$ cat src/rtl/gate_pkg.sv
// Shared types and defaults for the parking gate sensor front end.
package gate_pkg;

  localparam int unsigned DEBOUNCE_CYCLES_DEF = 4;
  localparam int unsigned CNT_W_DEF           = 3;

  typedef enum logic [2:0] {
    StIdle  = 3'd0,
    StFront = 3'd1,
    StBoth  = 3'd2,
    StBack  = 3'd3,
    StWrong = 3'd4
  } gate_state_e;

endpackage

$ cat src/rtl/gate_sensor_conditioner_if.sv
// Sensor inputs and conditioned outputs of the gate sensor front end.
interface gate_sensor_conditioner_if;

  logic front_raw;
  logic back_raw;
  logic front_sensor;
  logic back_sensor;
  logic car_arrived;
  logic car_passed;
  logic car_aborted;
  logic wrong_way;

  modport master (
    output front_raw,
    output back_raw,
    input  front_sensor,
    input  back_sensor,
    input  car_arrived,
    input  car_passed,
    input  car_aborted,
    input  wrong_way
  );

  modport slave (
    input  front_raw,
    input  back_raw,
    output front_sensor,
    output back_sensor,
    output car_arrived,
    output car_passed,
    output car_aborted,
    output wrong_way
  );

endinterface

$ cat src/rtl/sensor_debounce.sv
// Two-flop synchronizer followed by a stable-count debouncer for one raw sensor.
module sensor_debounce
  import gate_pkg::*;
#(
  parameter int unsigned DEBOUNCE_CYCLES = DEBOUNCE_CYCLES_DEF,
  parameter int unsigned CNT_W           = CNT_W_DEF
) (
  input  logic clk,
  input  logic rstn,
  input  logic i_raw,
  output logic o_clean
);

  localparam logic [CNT_W-1:0] CntMax = CNT_W'(DEBOUNCE_CYCLES - 1);

  logic             r_s1;
  logic             r_s2;
  logic [CNT_W-1:0] r_cnt;
  logic             r_clean;
  logic [CNT_W-1:0] w_cnt_d;
  logic             w_clean_d;

  // Any sample matching the clean level restarts the stability count.
  always_comb begin
    w_cnt_d   = '0;
    w_clean_d = r_clean;
    if (r_s2 != r_clean) begin
      if (r_cnt == CntMax) begin
        w_clean_d = r_s2;
      end else begin
        w_cnt_d = r_cnt + CNT_W'(1);
      end
    end
  end

  always_ff @(posedge clk) begin
    if (!rstn) begin
      r_s1    <= 1'b0;
      r_s2    <= 1'b0;
      r_cnt   <= '0;
      r_clean <= 1'b0;
    end else begin
      r_s1    <= i_raw;
      r_s2    <= r_s1;
      r_cnt   <= w_cnt_d;
      r_clean <= w_clean_d;
    end
  end

  assign o_clean = r_clean;

endmodule

$ cat src/rtl/gate_sensor_conditioner.sv
// Debounces the front/back presence sensors and tracks each car's passage,
// emitting registered single-cycle arrival/passed/aborted/wrong-way pulses.
module gate_sensor_conditioner
  import gate_pkg::*;
#(
  parameter int unsigned DEBOUNCE_CYCLES = DEBOUNCE_CYCLES_DEF,
  parameter int unsigned CNT_W           = CNT_W_DEF
) (
  input  logic                       clk,
  input  logic                       rstn,
  gate_sensor_conditioner_if.slave   bus
);

  logic        w_front;
  logic        w_back;
  gate_state_e r_state;
  gate_state_e w_state_d;
  logic        r_car_arrived;
  logic        r_car_passed;
  logic        r_car_aborted;
  logic        r_wrong_way;
  logic        w_arrived_d;
  logic        w_passed_d;
  logic        w_aborted_d;
  logic        w_wrong_d;

  sensor_debounce #(
    .DEBOUNCE_CYCLES (DEBOUNCE_CYCLES),
    .CNT_W           (CNT_W)
  ) u_front_debounce (
    .clk     (clk),
    .rstn    (rstn),
    .i_raw   (bus.front_raw),
    .o_clean (w_front)
  );

  sensor_debounce #(
    .DEBOUNCE_CYCLES (DEBOUNCE_CYCLES),
    .CNT_W           (CNT_W)
  ) u_back_debounce (
    .clk     (clk),
    .rstn    (rstn),
    .i_raw   (bus.back_raw),
    .o_clean (w_back)
  );

  always_comb begin
    w_state_d   = r_state;
    w_arrived_d = 1'b0;
    w_passed_d  = 1'b0;
    w_aborted_d = 1'b0;
    w_wrong_d   = 1'b0;
    unique case (r_state)
      StIdle: begin
        if (w_front && !w_back) begin
          w_state_d   = StFront;
          w_arrived_d = 1'b1;
        end else if (w_front && w_back) begin
          w_state_d   = StBoth;
          w_arrived_d = 1'b1;
        end else if (!w_front && w_back) begin
          w_state_d = StWrong;
          w_wrong_d = 1'b1;
        end
      end
      StFront: begin
        if (w_back) begin
          w_state_d = StBoth;
        end else if (!w_front) begin
          w_state_d   = StIdle;
          w_aborted_d = 1'b1;
        end
      end
      StBoth: begin
        if (!w_front && w_back) begin
          w_state_d = StBack;
        end else if (w_front && !w_back) begin
          w_state_d = StFront;
        end else if (!w_front && !w_back) begin
          w_state_d  = StIdle;
          w_passed_d = 1'b1;
        end
      end
      StBack: begin
        if (w_front) begin
          w_state_d = StBoth;
        end else if (!w_back) begin
          w_state_d  = StIdle;
          w_passed_d = 1'b1;
        end
      end
      StWrong: begin
        // Swallow the whole wrong-way episode; only an empty pair re-arms.
        if (!w_front && !w_back) begin
          w_state_d = StIdle;
        end
      end
      default: w_state_d = StIdle;
    endcase
  end

  always_ff @(posedge clk) begin
    if (!rstn) begin
      r_state       <= StIdle;
      r_car_arrived <= 1'b0;
      r_car_passed  <= 1'b0;
      r_car_aborted <= 1'b0;
      r_wrong_way   <= 1'b0;
    end else begin
      r_state       <= w_state_d;
      r_car_arrived <= w_arrived_d;
      r_car_passed  <= w_passed_d;
      r_car_aborted <= w_aborted_d;
      r_wrong_way   <= w_wrong_d;
    end
  end

  assign bus.front_sensor = w_front;
  assign bus.back_sensor  = w_back;
  assign bus.car_arrived  = r_car_arrived;
  assign bus.car_passed   = r_car_passed;
  assign bus.car_aborted  = r_car_aborted;
  assign bus.wrong_way    = r_wrong_way;

endmodule
$ cat src/flat_wrapper.sv
// flat-port wrapper written by rule: the top's interface ports become plain ports
module gate_sensor_conditioner_flat import gate_pkg::*;
#(
  parameter int unsigned DEBOUNCE_CYCLES = DEBOUNCE_CYCLES_DEF,
  parameter int unsigned CNT_W           = CNT_W_DEF
)
  (clk, rstn, bus_front_raw, bus_back_raw, bus_front_sensor, bus_back_sensor, bus_car_arrived, bus_car_passed, bus_car_aborted, bus_wrong_way);
  gate_sensor_conditioner_if bus_i ();
  input  logic clk;
  input  logic rstn;
  input wire logic [$bits(bus_i.front_raw)-1:0] bus_front_raw;
  input wire logic [$bits(bus_i.back_raw)-1:0] bus_back_raw;
  output wire logic [$bits(bus_i.front_sensor)-1:0] bus_front_sensor;
  output wire logic [$bits(bus_i.back_sensor)-1:0] bus_back_sensor;
  output wire logic [$bits(bus_i.car_arrived)-1:0] bus_car_arrived;
  output wire logic [$bits(bus_i.car_passed)-1:0] bus_car_passed;
  output wire logic [$bits(bus_i.car_aborted)-1:0] bus_car_aborted;
  output wire logic [$bits(bus_i.wrong_way)-1:0] bus_wrong_way;
  assign bus_i.front_raw = bus_front_raw;
  assign bus_i.back_raw = bus_back_raw;
  assign bus_front_sensor = bus_i.front_sensor;
  assign bus_back_sensor = bus_i.back_sensor;
  assign bus_car_arrived = bus_i.car_arrived;
  assign bus_car_passed = bus_i.car_passed;
  assign bus_car_aborted = bus_i.car_aborted;
  assign bus_wrong_way = bus_i.wrong_way;
  gate_sensor_conditioner #(.DEBOUNCE_CYCLES(DEBOUNCE_CYCLES), .CNT_W(CNT_W)) u_core (.clk(clk), .rstn(rstn), .bus(bus_i));
endmodule
$ cat config.mk
export PLATFORM = sky130hd
export DESIGN_NAME = gate_sensor_conditioner_flat
export DESIGN_NICKNAME = d
export VERILOG_FILES = /design/src/rtl/gate_pkg.sv /design/src/rtl/gate_sensor_conditioner_if.sv /design/src/rtl/sensor_debounce.sv /design/src/rtl/gate_sensor_conditioner.sv /design/src/flat_wrapper.sv
export SDC_FILE = /design/constraint.sdc
export NUM_CORES = 1
export LEC_CHECK = 0
export ABC_CLOCK_PERIOD_IN_PS = 1400
export CAP_MARGIN = 20
export CORE_UTILIZATION = 50
export DETAILED_ROUTE_END_ITERATION = 6
export PLACE_DENSITY = 0.74
export SLEW_MARGIN = 20
export SYNTH_ARGS = -nofsm -noshare
export SYNTH_HDL_FRONTEND = slang
export SYNTH_HIERARCHICAL = 1
export SYNTH_SLANG_ARGS = --single-unit
$ cat constraint.sdc
create_clock -name clk -period 1.4 [get_ports clk]
set_input_delay 0.28 -clock clk [delete_from_list [all_inputs] [get_ports clk]]
set_output_delay 0.28 -clock clk [all_outputs]
set_load 0.02 [all_outputs]
==> metrics, run 1 <==
Synth Cell Area 717 um^2; initial core utilization 54.4%; crit share post-route 89.2%; Max Cap Viol 0; Comb pwr share 3.8%; worst skew pair latency 0.29 ns; Port Buf Inserts 9; Top delay family on crit path flip-flops; TritonCTS Sinks 19; CP required 1.12 ns; cell chain of the critical path dlygate4sd2_1; internal power 0.000679 W; Layout Skew 0.00281 ns; GRT busiest layer met2; die height 39.9 um; met2 Usage GRT 28.2%; final WL 1050 um; post-cts resize count 6; crit path kind flop to primary output; worst vdd ir 633 uV; post-synthesis cell type count 20; Tightest Hold Check Type flop to flop; wire per inst 11.6 um; Syn Area/Cell 12.2 um^2; Syn Nets 67; total die area 1590 um^2; via count 487; initial antenna violation count 0; Routed Antenna Nets 0; Horiz. Die Dim 39.9 um; critical path's slowest cell dfxtp_1; core area 1320 um^2; Setup crit start kind flop; warning count from the yosys run 6; relative slew slack 80.1%; sequential area share after synthesis 53.1%; Root Driver clkbuf_4; most common cell after layout, fill and taps aside dfxtp_1; Num CTS Buffers 3; GR Util met1 19.6%; CTS H-tree depth 1; RSZ-0062 raised after global routing false; Final Max Slew Viols 0; NetSw 0.000176 W; Total Nets Final 84; Leak 0.350 nW; Total GRT Usage 17.4%; final hold violations 0; outcome complete, no violations; routed vias/inst 5.41; DP HPWL 770 um; Arr. time, crit path 0.97 ns; Clock Path Buffers 2; Seq pwr share 64.3%; Clock transition at path regs 0.10 ns; Power Total 0.000856 W; row count 13; final setup vio count 0; routing usage on met3 5.11%; global-route wire length before repair 1750 um; Post-Route Setup TNS 0 ns; post-CTS setup buffers 0; Tmin final 1.25 ns; TritonCTS clock tree built; Net Sw Frac 20.6%; fmax 801 MHz; Hold Buf Count CTS 0; global-route congestion overflow total 0; #FFs+latches synth 19; most frequent cells in the layout dfxtp_1 (19), dlygate4sd2_1 (6), nor4b_1 (5); largest net degree at the start of global routing 11; measured slew at the worst slew-check pin 0.297 ns; Worst path max stage delay 0.34 ns; DRT iter0 DRCs 1; Pwr per Cell Area 991 nW/um^2; Worst Path Buf+Inv 1; DRC viols 0; Ant. Diodes 0; CP Max Fanout 2; vias in the first global route 418; CP Capture Type primary output; Clock Power Share 31.9%; area grow syn2layout 20.4%; Top Ports 10; Cells after Synth 59; RD Place Congestion 0.652; Initial DRT Pass Iterations 2; fraction of final layout cells sized beyond drive strength 1 16.0%
flip-flops by register name, indices dropped and copies added (netlist names):
signal / cells
u_core/u_front_debounce/r_cnt: 3
u_core/u_front_debounce/r_s2: 1
u_core/bus.car_arrived: 1
u_core/bus.car_passed: 1
u_core/bus.wrong_way: 1
u_core/u_front_debounce/r_s1: 1
u_core/u_back_debounce/r_s2: 1
u_core/u_front_debounce/o_clean: 1
u_core/u_back_debounce/r_cnt: 3
u_core/bus.car_aborted: 1
u_core/u_back_debounce/r_s1: 1
u_core/u_back_debounce/o_clean: 1
u_core/r_state: 3
cell usage after synthesis:
cell	number	area, um^2
ha_1	4	50.1
nor2_1	1	3.75
nor4b_2	2	30.0
inv_1	2	7.51
buf_6	1	11.3
nand2_1	3	11.3
nor4b_1	5	43.8
and2_1	4	25.0
nor3_1	1	5.00
a21o_1	1	7.51
dfxtp_1	19	380
nand3b_1	2	15.0
nand2b_4	1	13.8
nor2b_1	2	12.5
and4bb_2	2	25.0
and4bb_1	1	12.5
a21oi_1	2	10.0
xnor2_1	2	17.5
mux2i_1	3	30.0
o21ai_0	1	5.00
per-layer routing:
metal	vias to the layer above	part of all wire, %
li1	242	-
met1	234	48
met2	7	47
met3	4	2.7
met4	0	1.8
met5	-	0
power groups by stage:
| stage | logic, W | registers, W | clock network (W) |
|---|---|---|---|
| floorplan | 0.0000144 | 0.000562 | 0 |
| global placement | 0.0000319 | 0.000563 | 0 |
| detailed placement | 0.0000327 | 0.000563 | 0 |
| CTS | 0.0000329 | 0.000550 | 0.000282 |
| global route | 0.0000360 | 0.000552 | 0.000302 |
| finish | 0.0000325 | 0.000550 | 0.000273 |
through the flow:
stage / worst slack, ns / hold WS, ns / cells / cell area [um^2] / util, %
6_report: 0.152 / 0.433 / 90 / 863 / 65.5
3_5_place_dp: 0.00186 / 0.421 / 86 / 845 / 64.1
4_1_cts: 0.139 / 0.438 / 90 / 863 / 65.5
2_1_floorplan: 0.267 / 0.402 / 59 / 717 / -
5_1_grt: 0.103 / 0.458 / 90 / 863 / 65.5
3_3_place_gp: 0.0186 / 0.416 / 86 / 845 / 64.1
layout make-up:
type	count	area (um^2)
Inverter	2	7.51
Tap cell	15	18.8
Fill cell	115	454
Clock buffer	4	26.3
Sequential cell	19	380
Timing Repair Buffer	13	113
Multi-Input combinational cell	37	318
cells by family after synthesis:
logic type / count (synthesis) / synth area share, %
compound gates: 4 / 3.14
xor+xnor: 2 / 2.44
fa+ha+maj: 4 / 6.98
buf+inv: 3 / 2.62
flops: 19 / 53.1
mux: 3 / 4.19
simple gates: 24 / 27.6
final timing paths:
path,start,to,slack (ns),cells after the start
setup / recovery,u_core/u_front_debounce/o_clean,bus_front_sensor,0.15,1
hold / removal,u_core/u_back_debounce/r_cnt[0],u_core/u_back_debounce/r_cnt[0],0.43,1
setup reg to reg,u_core/u_back_debounce/r_cnt[0],u_core/u_back_debounce/r_cnt[2],0.24,3
hold reg to reg,u_core/u_back_debounce/r_cnt[0],u_core/u_back_debounce/r_cnt[0],0.43,1
Note: power is estimated with default switching activity, not from simulation.
==> run 2, diff against run 1 <==
- ABC_CLOCK_PERIOD_IN_PS: 1400 -> 1210
- clock period: 1.4 -> 1.21 ns (I/O delays scaled with it)
==> run 2 against run 1 <==
  * Count of clock-buffer cells in the layout unchanged
  * Via count down 2.3%
  * Sequential share of layout area down 0.50 points
  * Core utilization up 0.76 points
  * Die area unchanged
  * Critical endpoint is now u_core/u_front_debounce/r_cnt[1]
==> metrics, run 2 (same netlist as run 1, synthesis figures left out) <==
outcome complete, no violations; DP HPWL 773 um (+0.29%); fraction of final layout cells sized beyond drive strength 1 21.3% (+5.3 points); Clock Path Buffers 2 (unchanged); Min-Delay Endpoint u_core/u_back_debounce/r_cnt[0]; Setup crit start kind flop; Final Max Slew Viols 0 (unchanged); fmax 869 MHz; hold_sp u_core/u_back_debounce/r_cnt[0]; Root Driver clkbuf_4; Routed Antenna Nets 0 (unchanged); CP Max Fanout 10 (+8); fill count 110 (-4.3%); Final Cell Area 873 um^2 (+1.2%); Reg-to-Reg Start u_core/u_front_debounce/o_clean; most common cell after layout, fill and taps aside dfxtp_1; crit path kind flop to flop; largest net degree at the start of global routing 11 (unchanged); met3 WL 27 um (-3.6%); Port Buf Inserts 9 (unchanged); Total Nets Final 84 (unchanged); reg2reg setup slack 0.06 ns (-0.18 ns); placed cell areas 845 um^2 (unchanged); final hold violations 0 (unchanged); Finished Layout Cells 90 (unchanged); Ant. Diodes 0 (unchanged); Num CTS Buffers 3 (unchanged); measured slew at the worst slew-check pin 0.295 ns (-0.00282 ns); core area 1320 um^2 (unchanged); CP Capture Type flop; Initial DRT Pass Iterations 4 (+2); Hold WS 0.433 ns (+0.000464 ns); top layer in use met4; vias in the first global route 409 (-2.2%); Leak 0.330 nW (-5.7%); die height 39.9 um (unchanged); worst skew pair latency 0.29 ns (about the same); CTS H-tree depth 1 (unchanged); crit share post-route 95.1%; Hold Crit Depth 1 (unchanged); RSZ-0062 raised after global routing false; routed vias/inst 5.29 (-2.3%); total die area 1590 um^2 (unchanged); Pwr per Cell Area 1130 nW/um^2 (+14%); row count 13 (unchanged); worst vdd ir 823 uV (+30%); Met1 Wirelength 492 um (-2.0%); initial antenna violation count 0 (unchanged); area grow syn2layout 21.8%; Critical R2R Capture u_core/u_front_debounce/r_cnt[1]; Hold Buf Count CTS 0 (unchanged); Post-Place Cells 86 (unchanged); Top Ports 10 (unchanged); TritonCTS clock tree built; wire per inst 12.1 um (+3.5%); global-route congestion overflow total 0 (unchanged); final WL 1090 um (+3.5%); TritonCTS Sinks 19 (unchanged); FF-to-FF path depth 3 (unchanged); Clock transition at path regs 0.10 ns (about the same); relative slew slack 80.3% (+0.19 points); Largest regs u_core/r_state (3), u_core/u_back_debounce/r_cnt (3), u_core/u_front_debounce/r_cnt (3); Max Cap Viol 0 (unchanged); Layout Skew 0.000700 ns (-0.00211 ns); global-route wire length before repair 1740 um (-0.40%); DRT iter0 DRCs 1 (unchanged); RD Place Congestion 0.652 (about the same); via count 476 (-2.3%); Arr. time, crit path 1.34 ns (+0.37 ns); met2 WL 544 um (+9.5%); CP required 1.40 ns (+0.28 ns); DRC viols 0 (unchanged); Tightest Hold Check Type flop to flop; final setup vio count 0 (unchanged); Horiz. Die Dim 39.9 um (unchanged); Tmin final 1.15 ns; initial core utilization 54.4% (unchanged); Total GRT Usage 17.4% (-0.021 points); Post-Route Setup TNS 0 ns (unchanged)
==> run 2: worst max-delay path by stage <==
stage	start	endpoint	slack (ns)	depth (start not counted)
floorplan	u_core/u_back_debounce/o_clean	u_core/u_back_debounce/r_cnt[1]	0.08	2
global placement	rstn	u_core/bus.car_arrived	-0.13	3
detailed placement	rstn	u_core/bus.car_arrived	-0.15	3
CTS	u_core/u_back_debounce/r_cnt[0]	u_core/u_back_debounce/r_cnt[2]	0.009	3
global route	u_core/bus.car_passed	bus_car_passed	0.0008	1
finish	u_core/u_front_debounce/o_clean	u_core/u_front_debounce/r_cnt[1]	0.06	3
==> run 2: final cells by class <==
type                       instances  area, um^2  share of cell area, %
timing repair buffer              13         110                   12.6
inverter                           2        7.51                  0.860
multi-input combinational         37         330                   37.8
clock buffer                       4        26.3                   3.01
sequential                        19         380                   43.6
tap                               15        18.8                   2.15
==> run 2: timing repair <==
| item | 4_1_cts | 5_1_grt |
|---|---|---|
| pin swaps | 0 | 1 |
| gates cloned | 0 | 0 |
| gates resized for setup | 8 | 8 |
| setup endpoints to repair | 6 | 8 |
| buffers inserted | 0 | 0 |
==> run 2: through the flow <==
| stage | total power, W | setup WS (ns) | utilization, % |
|---|---|---|---|
| final | 0.000987 | 0.0597 | 66.3 |
| after global routing | 0.00103 | 0.000805 | 66.3 |
| after CTS | 0.000999 | 0.00919 | 65.7 |
| after detailed placement | 0.000689 | -0.149 | 64.1 |
| after global placement | 0.000688 | -0.133 | 64.1 |
| after floorplan | 0.000667 | 0.0767 | - |
==> run 2: critical path, cell delays in order, from the launching register on <==
cell and delay, ns:
dfxtp_1 0.33, buf_4 0.17, xnor2_1 0.28, and4bb_2 0.28
==> run 2: power breakdown <==
| part | leakage, nW | switching [W] | internal [W] |
|---|---|---|---|
| logic | 0.161 | 0.0000140 | 0.0000244 |
| clock network | 0.0150 | 0.000183 | 0.000128 |
| registers | 0.154 | 0.00000334 | 0.000633 |
| total | 0.330 | 0.000201 | 0.000786 |
==> run 2: metal layers <==
metal | global-route usage [%] | up-vias
li1 | - | 241
met2 | 28.2 | 7
met3 | 5.11 | 4
met1 | 19.5 | 224
met4 | 10.3 | 0
met5 | 0 | -
==> run 3, diff against run 2 <==
- ABC_CLOCK_PERIOD_IN_PS: 1210 -> 960
- CORE_MARGIN: unset -> 2
- CORE_UTILIZATION: 50 -> 45
- GPL_TIMING_DRIVEN: unset -> 0
- PLACE_DENSITY: 0.74 -> 0.7
- clock period: 1.21 -> 0.96 ns (I/O delays scaled with it)
==> run 3 against run 2 <==
  * The flow now finishes with violations (negative setup slack)
  * Die area increased by 21%
  * Wire length increased by 13%
  * Register-to-register slack got worse by 0.14 ns
  * Critical path type unchanged
  * Highest routed layer unchanged
==> metrics, run 3 (same netlist as run 1, synthesis figures left out) <==
outcome finished with violations; failing checks negative setup slack; CP Capture Type flop; TritonCTS Sinks 19 (unchanged); Clock Power Share 31.1% (-0.5 points); setup ws final -0.0848 ns (-0.144 ns); internal power 0.000982 W (+25%); initial core utilization 47.6% (-6.8 points); Hold Buf Count CTS 0 (unchanged); Comb pwr share 4.5% (+0.6 points); Routed Antenna Nets 0 (unchanged); Post-Route Setup TNS -0.554 ns (-0.554 ns); relative slew slack 70.4% (-9.9 points); Seq pwr share 64.4% (about the same); crit path kind flop to flop; Final Max Slew Viols 0 (unchanged); Layout Utilization 68.1% (+1.8 points); fill count 121 (+10%); fmax 957 MHz (+10%); wire per inst 13.3 um (+11%); pre-CTS WS -0.482 ns (-0.333 ns); routed vias/inst 5.30 (+0.29%); final setup vio count 12 (+12); vias in the first global route 467 (+14%); Largest regs u_core/r_state (3), u_core/u_back_debounce/r_cnt (3), u_core/u_front_debounce/r_cnt (3); DRC viols 0 (unchanged); Layout Skew 0.00748 ns (+0.00678 ns); via count 488 (+2.5%); Ant. Diodes 0 (unchanged); global-route congestion overflow total 0 (unchanged); TritonCTS clock tree built; NetSw 0.000261 W (+30%); DP HPWL 743 um (-3.9%); Hold Crit Depth 1 (unchanged); initial antenna violation count 0 (unchanged); Pwr per Cell Area 1210 nW/um^2 (+7.2%); Root Driver clkbuf_4; CP Max Fanout 2 (-8); final hold violations 0 (unchanged); Tmin final 1.04 ns (-0.106 ns); Top Ports 10 (unchanged); Clock Path Buffers 2 (unchanged); Reg-to-Reg Start u_core/u_front_debounce/r_cnt[0]; most common cell after layout, fill and taps aside dfxtp_1; Num CTS Buffers 3 (unchanged); crit share post-route 109% (+14 points); hold_sp u_core/u_front_debounce/r_s1; RD Place Congestion 0.746 (+14%); Arr. time, crit path 1.26 ns (-0.08 ns); Total Nets Final 85 (+1.2%); most frequent cells in the layout dfxtp_1 (10), buf_6 (7), dfxtp_2 (7); Leak 0.368 nW (+12%); DRT iter0 DRCs 4 (+3); area grow syn2layout 43.1%; Setup crit start kind flop; Port Buf Inserts 9 (unchanged); Total GRT Usage 14.3% (-3.0 points); die height 43.9 um (+10%); Horiz. Die Dim 43.9 um (+10%); worst skew pair latency 0.29 ns (about the same); Tightest Hold Check Type flop to flop; CP required 1.17 ns (-0.23 ns); row count 14 (+1); fraction of final layout cells sized beyond drive strength 1 51.3% (+30 points); FF-to-FF path depth 3 (unchanged); core area 1510 um^2 (+14%); CTS H-tree depth 1 (unchanged); Max Cap Viol 0 (unchanged); reg2reg setup slack -0.08 ns (-0.14 ns); RSZ-0062 raised after global routing true; Clock transition at path regs 0.11 ns (about the same); Net Sw Frac 21.0% (+0.63 points); largest net degree at the start of global routing 15 (+4); Power Total 0.00124 W (+26%); Critical R2R Capture u_core/u_front_debounce/r_cnt[2]; final WL 1230 um (+13%); total die area 1930 um^2 (+21%); Initial DRT Pass Iterations 4 (unchanged); worst vdd ir 944 uV (+15%); measured slew at the worst slew-check pin 0.444 ns (+0.149 ns); global-route wire length before repair 1930 um (+11%); Min-Delay Endpoint u_core/u_front_debounce/r_s2
-- run 3: what timing repair did --
item | CTS | global route
pin swaps | 0 | 1
buffers inserted | 1 | 3
setup endpoints to repair | 19 | 14
hold endpoints to repair | 0 | 0
gates resized for setup | 41 | 11
-- run 3: area by class of cell --
| type | count | area (um^2) | area share, % |
|---|---|---|---|
| Timing Repair Buffer | 13 | 126 | 12.3 |
| Clock inverter | 1 | 5.00 | 0.488 |
| Clock buffer | 3 | 22.5 | 2.20 |
| Sequential cell | 19 | 397 | 38.7 |
| Multi-Input combinational cell | 37 | 437 | 42.6 |
| Buffer | 1 | 11.3 | 1.10 |
| Inverter | 2 | 7.51 | 0.732 |
| Tap cell | 16 | 20.0 | 1.95 |
-- run 3: worst max path at each step --
stage               slack, ns                               end                              from
floorplan               -0.04   u_core/u_back_debounce/r_cnt[2]   u_core/u_back_debounce/r_cnt[0]
global placement        -0.47            u_core/bus.car_arrived                              rstn
detailed placement      -0.48            u_core/bus.car_arrived                              rstn
CTS                     -0.13   u_core/u_back_debounce/r_cnt[1]    u_core/u_back_debounce/o_clean
global route            -0.11  u_core/u_front_debounce/r_cnt[2]  u_core/u_front_debounce/r_cnt[0]
finish                  -0.08  u_core/u_front_debounce/r_cnt[2]  u_core/u_front_debounce/r_cnt[0]
-- run 3: power groups by stage --
stage | Combinational (W) | Clock [W] | Sequential [W]
after floorplan | 0.0000228 | 0 | 0.000821
after global placement | 0.0000434 | 0 | 0.000821
after detailed placement | 0.0000446 | 0 | 0.000822
after CTS | 0.0000467 | 0.000417 | 0.000799
after global routing | 0.0000617 | 0.000433 | 0.000802
final | 0.0000558 | 0.000386 | 0.000800
-- run 3: per-layer routing --
metal | GRT usage, % | part of all wire (%)
met1 | 16.8 | 48
met4 | 15.2 | 1.2
met2 | 20.6 | 48
met5 | 0 | 0
met3 | 2.92 | 2.4
-- run 3: per-stage QoR --
step / instance area (um^2) / hold slack [ns] / cells
global route: 1030 / 0.470 / 92
detailed placement: 886 / 0.424 / 84
CTS: 946 / 0.449 / 89
global placement: 886 / 0.415 / 84
finish: 1030 / 0.444 / 92
floorplan: 776 / 0.314 / 59
-- run 3: critical path, stage by stage, from the launching register on --
cell and delay (ns):
dfxtp_2 0.35, ha_4 0.16, ha_4 0.22, nor4b_4 0.25
